[src/rtl/sl_pkg.sv]
// rtl/sl_pkg.sv - shared constants, FSM states and parity helper for the SL transmitter
package sl_pkg;

   localparam int PIE_BIT = 0;
   localparam int BQ_LO   = 1;
   localparam int BQ_HI   = 6;

   localparam int BSY_BIT = 0;
   localparam int WDF_BIT = 1;
   localparam int CRJ_BIT = 2;

   localparam logic [15:0] CONFIG_RESET = 16'h0010;
   localparam logic [5:0]  BQ_MIN       = 6'd8;
   localparam logic [5:0]  BQ_MAX       = 6'd32;

   typedef enum logic [2:0] {
      ST_IDLE,
      ST_DATA_LOW,
      ST_DATA_HIGH,
      ST_PAR_LOW,
      ST_PAR_HIGH,
      ST_STOP_LOW,
      ST_STOP_HIGH
   } sl_state_t;

   // Bit that makes the number of ones over the low bq data bits plus itself odd.
   function automatic logic odd_parity(input logic [31:0] data, input logic [5:0] bq);
      logic acc;
      acc = 1'b1;
      for (int i = 0; i < 32; i++) begin
         if (i < int'(bq)) acc ^= data[i];
      end
      return acc;
   endfunction

endpackage

[src/rtl/sl_bit_timer.sv]
// rtl/sl_bit_timer.sv - phase length down-counter for the SL bit low/high phases
module sl_bit_timer (
   input  logic       clk,
   input  logic       rst,
   input  logic       load,
   input  logic [5:0] len,
   output logic       phase_end,
   output logic       near_end
);

   logic [5:0] cnt;

   // Loaded with len-1 when a phase starts, so phase_end marks its len-th cycle.
   always_ff @(posedge clk) begin
      if (rst)       cnt <= '0;
      else if (load) cnt <= len - 6'd1;
      else           cnt <= cnt - 6'd1;
   end

   assign phase_end = (cnt == 6'd0);
   assign near_end  = (cnt == 6'd1);

endmodule

[src/rtl/sl_transmitter.sv]
// rtl/sl_transmitter.sv - SL two-wire word transmitter with odd parity and stop bit
module sl_transmitter #(
   parameter int CONFIG_WIDTH    = 16,
   parameter int STATUS_WIDTH    = 16,
   parameter int BIT_LOW_CYCLES  = 8,
   parameter int BIT_HIGH_CYCLES = 8
) (
   input  logic                    clk,
   input  logic                    rst,
   input  logic [31:0]             tx_data,
   input  logic                    tx_valid,
   output logic                    tx_ready,
   input  logic [CONFIG_WIDTH-1:0] wr_config_w,
   input  logic                    wr_enable,
   output logic [CONFIG_WIDTH-1:0] r_config_w,
   output logic [STATUS_WIDTH-1:0] status_w,
   output logic                    tx_done,
   output logic                    serial_line_zeroes,
   output logic                    serial_line_ones
);
   import sl_pkg::*;

   sl_state_t               state, state_next;
   logic [CONFIG_WIDTH-1:0] config_reg;
   logic [31:0]             shreg, shreg_next;
   logic [5:0]              bq_snap, bit_cnt, bq_w;
   logic                    par_bit, accept, cfg_ok, done_next;
   logic                    zeroes_next, ones_next, is_low;
   logic                    bsy_q, wdf_q, crj_q;
   logic                    phase_end, near_end, tmr_load;

   assign bq_w   = wr_config_w[BQ_HI:BQ_LO];
   assign cfg_ok = wr_enable && (state == ST_IDLE) && !accept &&
                   (bq_w >= BQ_MIN) && (bq_w <= BQ_MAX) && !bq_w[0];

   always_comb begin
      state_next = state;
      accept     = 1'b0;
      case (state)
         ST_IDLE:      if (tx_valid && tx_ready) begin
                          accept     = 1'b1;
                          state_next = ST_DATA_LOW;
                       end
         ST_DATA_LOW:  if (phase_end) state_next = ST_DATA_HIGH;
         ST_DATA_HIGH: if (phase_end) state_next = (bit_cnt == bq_snap - 6'd1) ? ST_PAR_LOW : ST_DATA_LOW;
         ST_PAR_LOW:   if (phase_end) state_next = ST_PAR_HIGH;
         ST_PAR_HIGH:  if (phase_end) state_next = ST_STOP_LOW;
         ST_STOP_LOW:  if (phase_end) state_next = ST_STOP_HIGH;
         ST_STOP_HIGH: if (phase_end) state_next = ST_IDLE;
         default:      state_next = ST_IDLE;
      endcase

      shreg_next = shreg;
      if (accept) shreg_next = tx_data;
      else if (state == ST_DATA_HIGH && state_next == ST_DATA_LOW) shreg_next = shreg >> 1;

      // Line levels are computed for the state being entered so they change on the same edge.
      zeroes_next = 1'b1;
      ones_next   = 1'b1;
      case (state_next)
         ST_DATA_LOW: begin zeroes_next = shreg_next[0]; ones_next = ~shreg_next[0]; end
         ST_PAR_LOW:  begin zeroes_next = par_bit;       ones_next = ~par_bit;       end
         ST_STOP_LOW: begin zeroes_next = 1'b0;          ones_next = 1'b0;           end
         default:     ;
      endcase

      is_low    = (state_next == ST_DATA_LOW) || (state_next == ST_PAR_LOW) ||
                  (state_next == ST_STOP_LOW);
      tmr_load  = (state_next != state) && (state_next != ST_IDLE);
      done_next = (state == ST_STOP_HIGH) && near_end;
   end

   sl_bit_timer u_timer (
      .clk       (clk),
      .rst       (rst),
      .load      (tmr_load),
      .len       (is_low ? 6'(BIT_LOW_CYCLES) : 6'(BIT_HIGH_CYCLES)),
      .phase_end (phase_end),
      .near_end  (near_end)
   );

   always_ff @(posedge clk) begin
      if (rst) begin
         state              <= ST_IDLE;
         config_reg         <= CONFIG_WIDTH'(CONFIG_RESET);
         shreg              <= '0;
         bq_snap            <= BQ_MIN;
         bit_cnt            <= '0;
         par_bit            <= 1'b0;
         tx_ready           <= 1'b1;
         tx_done            <= 1'b0;
         serial_line_zeroes <= 1'b1;
         serial_line_ones   <= 1'b1;
         bsy_q              <= 1'b0;
         wdf_q              <= 1'b0;
         crj_q              <= 1'b0;
      end else begin
         state              <= state_next;
         shreg              <= shreg_next;
         tx_ready           <= (state_next == ST_IDLE);
         tx_done            <= done_next;
         serial_line_zeroes <= zeroes_next;
         serial_line_ones   <= ones_next;
         bsy_q              <= (state_next != ST_IDLE);
         if (accept) begin
            bq_snap <= config_reg[BQ_HI:BQ_LO];
            par_bit <= odd_parity(tx_data, config_reg[BQ_HI:BQ_LO]) ^ config_reg[PIE_BIT];
            bit_cnt <= '0;
            wdf_q   <= 1'b0;
         end else begin
            if (state == ST_DATA_HIGH && state_next == ST_DATA_LOW) bit_cnt <= bit_cnt + 6'd1;
            if (done_next) wdf_q <= 1'b1;
         end
         if (wr_enable) begin
            crj_q <= !cfg_ok;
            if (cfg_ok) config_reg <= wr_config_w;
         end
      end
   end

   assign r_config_w = config_reg;

   always_comb begin
      status_w          = '0;
      status_w[BSY_BIT] = bsy_q;
      status_w[WDF_BIT] = wdf_q;
      status_w[CRJ_BIT] = crj_q;
   end

endmodule

[config.mk]
export PLATFORM = sky130hd
export DESIGN_NAME = sl_transmitter
export DESIGN_NICKNAME = d
export VERILOG_FILES = /design/src/rtl/sl_pkg.sv /design/src/rtl/sl_bit_timer.sv /design/src/rtl/sl_transmitter.sv
export SDC_FILE = /design/constraint.sdc
export NUM_CORES = 1
export LEC_CHECK = 0
export CAP_MARGIN = 20
export CORE_MARGIN = 1
export CORE_UTILIZATION = 57
export CTS_BUF_LIST = sky130_fd_sc_hd__clkbuf_8
export CTS_CLUSTER_SIZE = 10
export DETAILED_ROUTE_END_ITERATION = 8
export HOLD_SLACK_MARGIN = 0.12
export PLACE_DENSITY_LB_ADDON = 0.05
export SKIP_CTS_REPAIR_TIMING = 1
export SYNTH_ARGS = -nofsm -noshare
export SYNTH_HDL_FRONTEND = slang
export SYNTH_HIERARCHICAL = 1
export SYNTH_SLANG_ARGS = --single-unit
[constraint.sdc]
create_clock -name clk -period 5.38 [get_ports clk]
set_clock_uncertainty 0.05 [all_clocks]
set_input_delay 1.614 -clock clk [delete_from_list [all_inputs] [get_ports clk]]
set_output_delay 1.614 -clock clk [all_outputs]
set_load 0.05 [all_outputs]
Word level (Yosys, flattened, before mapping)
Index checks and enable logic that the tools add are counted. W data, S select, Z words.

Register bits after elaboration: 77. Input bits: 52. Output and inout bits: 36. Logic and storage cells: 232.

$add $sub $neg: 3. Order comparisons: 34. Equality and inequality tests: 12. Mux-type cells: 112. Bitwise logic cells: 35. Reduce and logical (&&, ||, !) cells: 20.

Operators by type and width (count): $mux W1 (98); $lt A5 B6 Y1 const A (16); $mux W32 (2); $lt A4 B6 Y1 const A (8); $xor A1 B1 Y1 (32); $lt A3 B6 Y1 const A (4); $mux W3 (8); $pmux W3 S7 (1); $eq A3 B3 Y1 const B (4); $lt A1 B6 Y1 const A (2); $lt A2 B6 Y1 const A (2); $sub A6 B1 Y6 const B (2); $eq A3 B2 Y1 const B (3); $logic_and A1 B1 Y1 (9); $add A6 B1 Y6 const B (1); $eq A3 B1 Y1 const B (2); $eq A6 B1 Y1 const B (1); $eq A6 B6 Y1 (1); $ge A6 B4 Y1 const B (1); $le A6 B6 Y1 const B (1); $logic_not A3 Y1 (2); $logic_not A6 Y1 (1); $pmux W1 S3 (2); $reduce_or A2 Y1 (2); other kinds (7) (11).

Depth between registers and ports, before layout
Gate-level depths: netlist (run 1).

Word-level depth: 130. Gate-level depth with buffers: 13. Depth with buffers taken out: 11.

Cells and area by module
The synthesis (run 1) kept the hierarchy.

By module, submodules not included: sl_transmitter (instances 1, cells an instance 472, area each 3848.7 µm², sequential area each 1421.4 µm²); sl_bit_timer (instances 1, cells an instance 45, area each 394.1 µm², sequential area each 120.1 µm²).

Worst setup path after synthesis (run 1)
No wires, ideal clock.

Path kind: input to register. Start point: input port tx_valid. End point: register u_timer.cnt[3]. Library setup time: 0.091 ns. Data arrival time: 3.159 ns. Data required time: 5.239 ns. Setup slack: 2.080 ns. Stages on the path: 9. Path buffers: 3. Cells stage by stage: nand3_1 -> nor2_1 -> clkbuf_1 -> buf_2 -> o21ai_0 -> nor2_1 -> clkbuf_1 -> nor2_1 -> a311oi_1.

Cells in the longest elaborated chain, start to end: 6. Elaborated cells between the ends (all ways): 7. Those cells by class: eq/ne (1); mux (2); reduce/logical (4).

Ends and longest elaborated chain: from (decl) (RTL line sl_transmitter.sv:11) `input logic tx_valid,`; $logic_and A1 B1 Y1 * (RTL line sl_transmitter.sv:40) `ST_IDLE: if (tx_valid && tx_ready) begin`; $mux W3 * (RTL line sl_transmitter.sv:40); $pmux W3 S7 * (RTL line sl_transmitter.sv:39) `case (state)`; $ne A3 B3 Y1 / $reduce_bool A3 Y1 (equally long branches) (RTL line sl_transmitter.sv:69) `tmr_load = (state_next != state) && (state_next != ST_IDLE);`; $logic_and A1 B1 Y1 * (RTL line sl_transmitter.sv:69); net tmr_load (RTL line sl_transmitter.sv:30) `logic phase_end, near_end, tmr_load;`; $reduce_or A2 Y1 (no line) *; to (signal assigned) (RTL line sl_bit_timer.sv:16) `else if (load) cnt <= len - 6'd1;`; to (signal assigned) (RTL line sl_bit_timer.sv:17) `else cnt <= cnt - 6'd1;`; to (decl) (RTL line sl_bit_timer.sv:11) `logic [5:0] cnt;`.

The timed path passes the listed nets; every way through them passes the cells marked *. A chain may end at the register's enable or synchronous reset.

Worst setup path after layout (run 1)
Start point: register config_reg[6], in the netlist r_config_w[6]. End point: output port r_config_w[6].

RTL lines: from (decl) (RTL line sl_transmitter.sv:24) `logic [CONFIG_WIDTH-1:0] config_reg;`; from (signal assigned) (RTL line sl_transmitter.sv:85) `config_reg <= CONFIG_WIDTH'(CONFIG_RESET);`; from (signal assigned) (RTL line sl_transmitter.sv:116) `if (cfg_ok) config_reg <= wr_config_w;`; to (decl) (RTL line sl_transmitter.sv:15) `output logic [CONFIG_WIDTH-1:0] r_config_w,`.

No word-level cell between the ends.

==> results of run 1 <==
## layout make-up
type                       count  area share
timing repair buffer          79       0.149
sequential                    77       0.298
clock inverter                 5      0.0114
multi-input combinational    404       0.481
inverter                      11     0.00797
clock buffer                  11      0.0292
tap                           99      0.0239
## Yosys cell counts, types with 4 or more instances
master    count
nand3_1      10
a22oi_1      30
o21ai_0      15
nor3_1       14
a211oi_1      5
nand3b_1      4
ha_1          5
nor2b_1       4
nor2_1       50
xnor2_1      16
a21oi_1      53
inv_1        10
nand2_1      64
buf_2        13
dfxtp_1      77
xor2_1       19
clkbuf_1     19
buf_4        17
mux2i_1      17
nor4_1        4
## power by group
| part | internal (uW) | switching (uW) |
|---|---|---|
| Combinational | 222 | 318 |
| Clock | 240 | 211 |
| Sequential | 639 | 57.5 |
| Total | 1100 | 587 |
## flip-flops by register name, summed over array words and instances (netlist names), 3 cells and up
| signal | flops |
|---|---|
| bit_cnt | 6 |
| state | 3 |
| bq_snap | 6 |
| u_timer/cnt | 6 |
| shreg | 32 |
| r_config_w | 16 |
## metal layers
metal	global-route usage	vias to the layer above	wire, microns
li1	-	1903	-
met1	0.362	1812	4520
met2	0.408	133	4700
met3	0.0616	10	672
met4	0.0909	0	111
met5	0	-	0
## metrics by stage
stage	utilization	worst slack [ns]	instances
global placement	0.689	1.47	670
floorplan	-	2.08	545
finish	0.718	1.50	686
global route	0.718	1.41	686
detailed placement	0.689	1.35	670
CTS	0.718	1.53	686
## logic make-up after synthesis
family | count (synthesis) | share of synthesized area
muxes | 18 | 0.0428
adders and majority gates | 7 | 0.0195
and+or+nand+nor | 171 | 0.186
DFF | 77 | 0.363
other | 2 | 0.00177
buffers and inverters | 64 | 0.0790
xor gates and xnor gates | 38 | 0.0867
AOI/OAI and AO/OA | 140 | 0.221
## worst max path at each step
stage | to | slack [ns] | cells after the start
after CTS | r_config_w[6] | 1.53 | 1
after global placement | par_bit | 1.47 | 11
after detailed placement | u_timer/cnt[2] | 1.35 | 7
after floorplan | u_timer/cnt[3] | 2.08 | 9
after global routing | par_bit | 1.41 | 11
final | r_config_w[6] | 1.50 | 1
==> impl_metrics.py, run 1 <==
metrics = {
    "grt": {
        "gr-total-overflow": 0,
        "grt_max_degree": 49,
        "grtUsageTotal": 0.264,
        "grt_pass1_vias": 3452,
        "grt_first_pass_wirelength_microns": 16000,
        "antenna_found_initial": 0,
    },
    "timing": {
        "rsz0062_at_grt": "no",
        "relSlewSlack": 0.404,
        "period_minus_slack_ns": 3.88,
        "tightest_slew_ns": 0.893,
        "final.setup.tns_ns": 0,
        "setup_viol": 0,
        "fin_hold_ws_ns": 0.408,
        "final-hold-violation-count": 0,
        "fmax_ghz": 0.258,
        "finalCritPeriodShare": 0.721,
        "slew_violations": 0,
    },
    "floorplanning": {
        "die_h_microns": 88.3,
        "design.core.area_sq_um": 7210,
        "start_util": 0.588,
        "fp.dieArea_sq_um": 7790,
        "die_w_microns": 88.3,
        "boundaryPins": 88,
        "num_rows": 31,
    },
    "worst_hold_path": {
        "hold_depth": 2,
        "hold_class": "register to register",
        "hold_start": "shreg[11]",
        "min_to": "shreg[11]",
    },
    "pwr": {
        "leakage_uw": 0.00188,
        "finalPower_uw": 1690,
        "power_density_nw_per_um2": 326,
        "irDropWorstVdd_v": 0.000192,
    },
    "drt": {
        "vias": 3858,
        "wirelength_microns": 10000,
        "drc": 0,
        "routedWlPerCell_microns": 14.6,
        "antenna_left": 0,
        "drt_iter0_drc": 295,
        "first_pass_iters": 5,
        "via_per_inst": 5.62,
    },
    "final_layout": {
        "mostFrequentLayoutCells": "77 x dfxtp_1, 73 x clkdlybuf4s50_1, 64 x nand2_1, 53 x a21oi_1, 47 x nor2_1",
        "multi_input_area_sq_um": 2490,
        "stdcell_area_sq_um": 5180,
        "mostFrequentLayoutCell": "dfxtp_1",
        "layout.nets": 639,
        "syn2layout_area_growth_pct": 22.1,
        "antenna_cells": 0,
        "drive_above_1_share": 0.0681,
        "final-seq-area_sq_um": 1540,
        "fillers": 620,
    },
    "clocking": {
        "cts_buffers": 9,
        "insertion_delay_ns": 0.34,
        "cts.sinks": 77,
        "path_clk_slew_ns": 0.08,
        "cts_tree": "yes",
        "h-tree-depth": 3,
        "root_buffer": "clkbuf_8",
        "clockBufferDepth": 2,
    },
    "setup_path": {
        "critPathSlowestCell": "clkdlybuf4s50_1",
        "required_ns": 3.72,
        "crit_start": "r_config_w[6]",
        "startpoint_type": "register",
        "crit_arrival_ns": 2.22,
        "cp_max_fo": 22,
        "end_kind": "output port",
        "crit_family": "buffers and inverters",
        "cpPeakStageDelay_ns": 0.96,
        "crit_buf_inv": 1,
        "r2r_cells": 10,
        "reg2reg_from": "r_config_w[4]",
        "path_cells": "clkdlybuf4s50_1",
        "path_class": "register to output port",
        "r2r-end": "par_bit",
        "rrSetupSlack_ns": 2.36,
    },
    "logic_synthesis": {
        "yosysUniqueCellTypes": 67,
        "synth_top_cell_area_share": 0.363,
        "synth_seq_cells": 77,
        "ys_seq_area_frac": 0.363,
        "synth_edf_count": 0,
        "synth_area_sq_um": 4240,
        "yosysTopAreaCell": "dfxtp_1",
        "async_reset_ff_frac": 0,
        "syn_inst": 517,
        "avgSynthCellArea_sq_um": 8.21,
        "ys.flop_type": "dfxtp_1",
        "synth_warnings": 6,
        "ys_top_cells_by_area": "dfxtp_1 36%, a21oi_1 6.3%, nand2_1 5.7%, a22oi_1 5.3%, nor2_1 4.4%",
    },
    "placement": {
        "portBuffers": 74,
        "place_congestion": 0.802,
        "placed_cell_area_sq_um": 4970,
        "dp_hpwl_microns": 6800,
    },
    "run_status": {
        "status": "finished clean",
    },
    "flow_run": {
        "drv_cap": 0,
    },
}
(Power assumes the default switching activity.)
==> run 2, diff against run 1 <==
Settings changed: CORE_UTILIZATION 57 to 48.
Clock period 5.38 ns to 3.3 ns, I/O delays scaled along.
==> run 2 against run 1 <==
Against the previous run:
- die area is 18% higher
- core utilization is 8.4 points lower
- combinational power is 71% higher
- non-clock buffer count is 19 higher
- cell count is 3.6% higher
- register-to-register slack worse by 1.9 ns
- clock power is 56% higher
- first-iteration DRC count is 6.1% lower
- clock-buffer cell count is 2 lower
- worst hold slack hardly changed
- critical path type unchanged
- highest routed layer unchanged
==> impl_metrics.py, run 2 (same netlist as run 1, synthesis figures left out) <==
metrics = {
    "run_status": {
        "status": "finished clean",
    },
    "worst_hold_path": {
        "hold_class": "register to register",
    },
    "drt": {
        "routedWlPerCell_microns": 14.4,
        "antenna_left": 0,
        "wirelength_microns": 10300,
        "drc": 0,
        "first_pass_iters": 5,
        "drt_iter0_drc": 277,
        "via_per_inst": 5.44,
        "vias": 3868,
    },
    "timing": {
        "rsz0062_at_grt": "no",
        "final-hold-violation-count": 0,
        "period_minus_slack_ns": 3.11,
        "final.setup.tns_ns": 0,
        "tightest_slew_ns": 0.732,
        "fmax_ghz": 0.321,
        "setup_viol": 0,
        "slew_violations": 0,
        "relSlewSlack": 0.512,
        "finalCritPeriodShare": 0.944,
        "setup_slack_ns": 0.186,
    },
    "floorplanning": {
        "boundaryPins": 88,
        "fp.dieArea_sq_um": 9220,
        "die_w_microns": 96.0,
        "design.core.area_sq_um": 8380,
        "num_rows": 33,
        "start_util": 0.506,
        "die_h_microns": 96.0,
    },
    "setup_path": {
        "crit_arrival_ns": 2.07,
        "cpPeakStageDelay_ns": 0.94,
        "crit_family": "buffers and inverters",
        "crit_buf_inv": 1,
        "critPathSlowestCell": "clkdlybuf4s50_1",
        "required_ns": 2.26,
        "startpoint_type": "register",
        "path_class": "register to output port",
        "path_cells": "clkdlybuf4s50_1",
        "rrSetupSlack_ns": 0.49,
        "end_kind": "output port",
        "cp_max_fo": 19,
    },
    "placement": {
        "place_congestion": 0.820,
        "dp.cells": 695,
        "dp_hpwl_microns": 7500,
        "place_ws_ns": 0.00601,
        "portBuffers": 74,
    },
    "grt": {
        "use_met2": 0.344,
        "grtUsageMet3": 0.0450,
        "gr-total-overflow": 0,
        "busiest_layer": "met1",
        "antenna_found_initial": 0,
        "grt_max_degree": 39,
        "grt_pass1_vias": 3449,
        "met1_usage": 0.351,
        "grt_first_pass_wirelength_microns": 16800,
        "grtUsageTotal": 0.238,
    },
    "final_layout": {
        "final-seq-area_sq_um": 1540,
        "top_register": "shreg",
        "largest_reg_flops": 32,
        "layout.nets": 658,
        "instances_no_fill": 711,
        "drive_above_1_share": 0.0974,
        "antenna_cells": 0,
        "fillers": 750,
        "mostFrequentLayoutCells": "77 x dfxtp_1, 73 x clkdlybuf4s50_1, 64 x nand2_1, 53 x a21oi_1, 47 x nor2_1",
        "multi_input_area_sq_um": 2490,
        "mostFrequentLayoutCell": "dfxtp_1",
        "syn2layout_area_growth_pct": 25.2,
    },
    "flow_run": {
        "drv_cap": 0,
    },
    "clocking": {
        "clockBufferDepth": 2,
        "h-tree-depth": 3,
        "path_clk_slew_ns": 0.08,
        "root_buffer": "clkbuf_8",
        "cts.sinks": 77,
        "insertion_delay_ns": 0.35,
        "cts_buffers": 9,
        "cts_tree": "yes",
    },
    "pwr": {
        "leakage_uw": 0.00197,
        "irDropWorstVdd_v": 0.000219,
        "power_density_nw_per_um2": 519,
    },
}
-- run 2: cell types whose count changed in the layout (fill, tap and decap cells not counted), sizes merged --
cell      delta
buf         +19
clkbuf       -2
clkinv       +3
clkinvlp     -1
-- run 2: per-stage QoR --
stage	total power [uW]	hold WS, ns	instance area, sq um	utilization
floorplan	1810	0.386	4350	-
global placement	2040	0.391	5120	0.611
detailed placement	2060	0.396	5120	0.611
CTS	2770	0.407	5310	0.634
global route	2910	0.426	5310	0.634
finish	2750	0.407	5310	0.634
-- run 2: layer usage --
layer / vias up / part of all wire
met1: 1765 / 0.49
met4: 0 / 0.011
met5: - / 0
met2: 141 / 0.43
met3: 12 / 0.069
li1: 1950 / -
-- run 2: path summary, 6_finish.rpt --
kind,startpoint,end,cells after the start
min,shreg[23],shreg[23],2
max reg2reg,u_timer/cnt[4],serial_line_ones,9
min reg2reg,shreg[23],shreg[23],2
max,r_config_w[6],r_config_w[6],1
-- run 2: power breakdown --
| group | switching [uW] | internal (uW) |
|---|---|---|
| registers | 91.3 | 1040 |
| clock network | 358 | 345 |
| logic | 528 | 391 |
| total | 978 | 1780 |
-- run 2: layout make-up --
type / instances / share of cell area
multi-input combinational: 404 / 0.469
sequential: 77 / 0.290
timing repair buffer: 98 / 0.172
tap: 105 / 0.0247
clock buffer: 9 / 0.0233
clock inverter: 7 / 0.0125
inverter: 11 / 0.00778
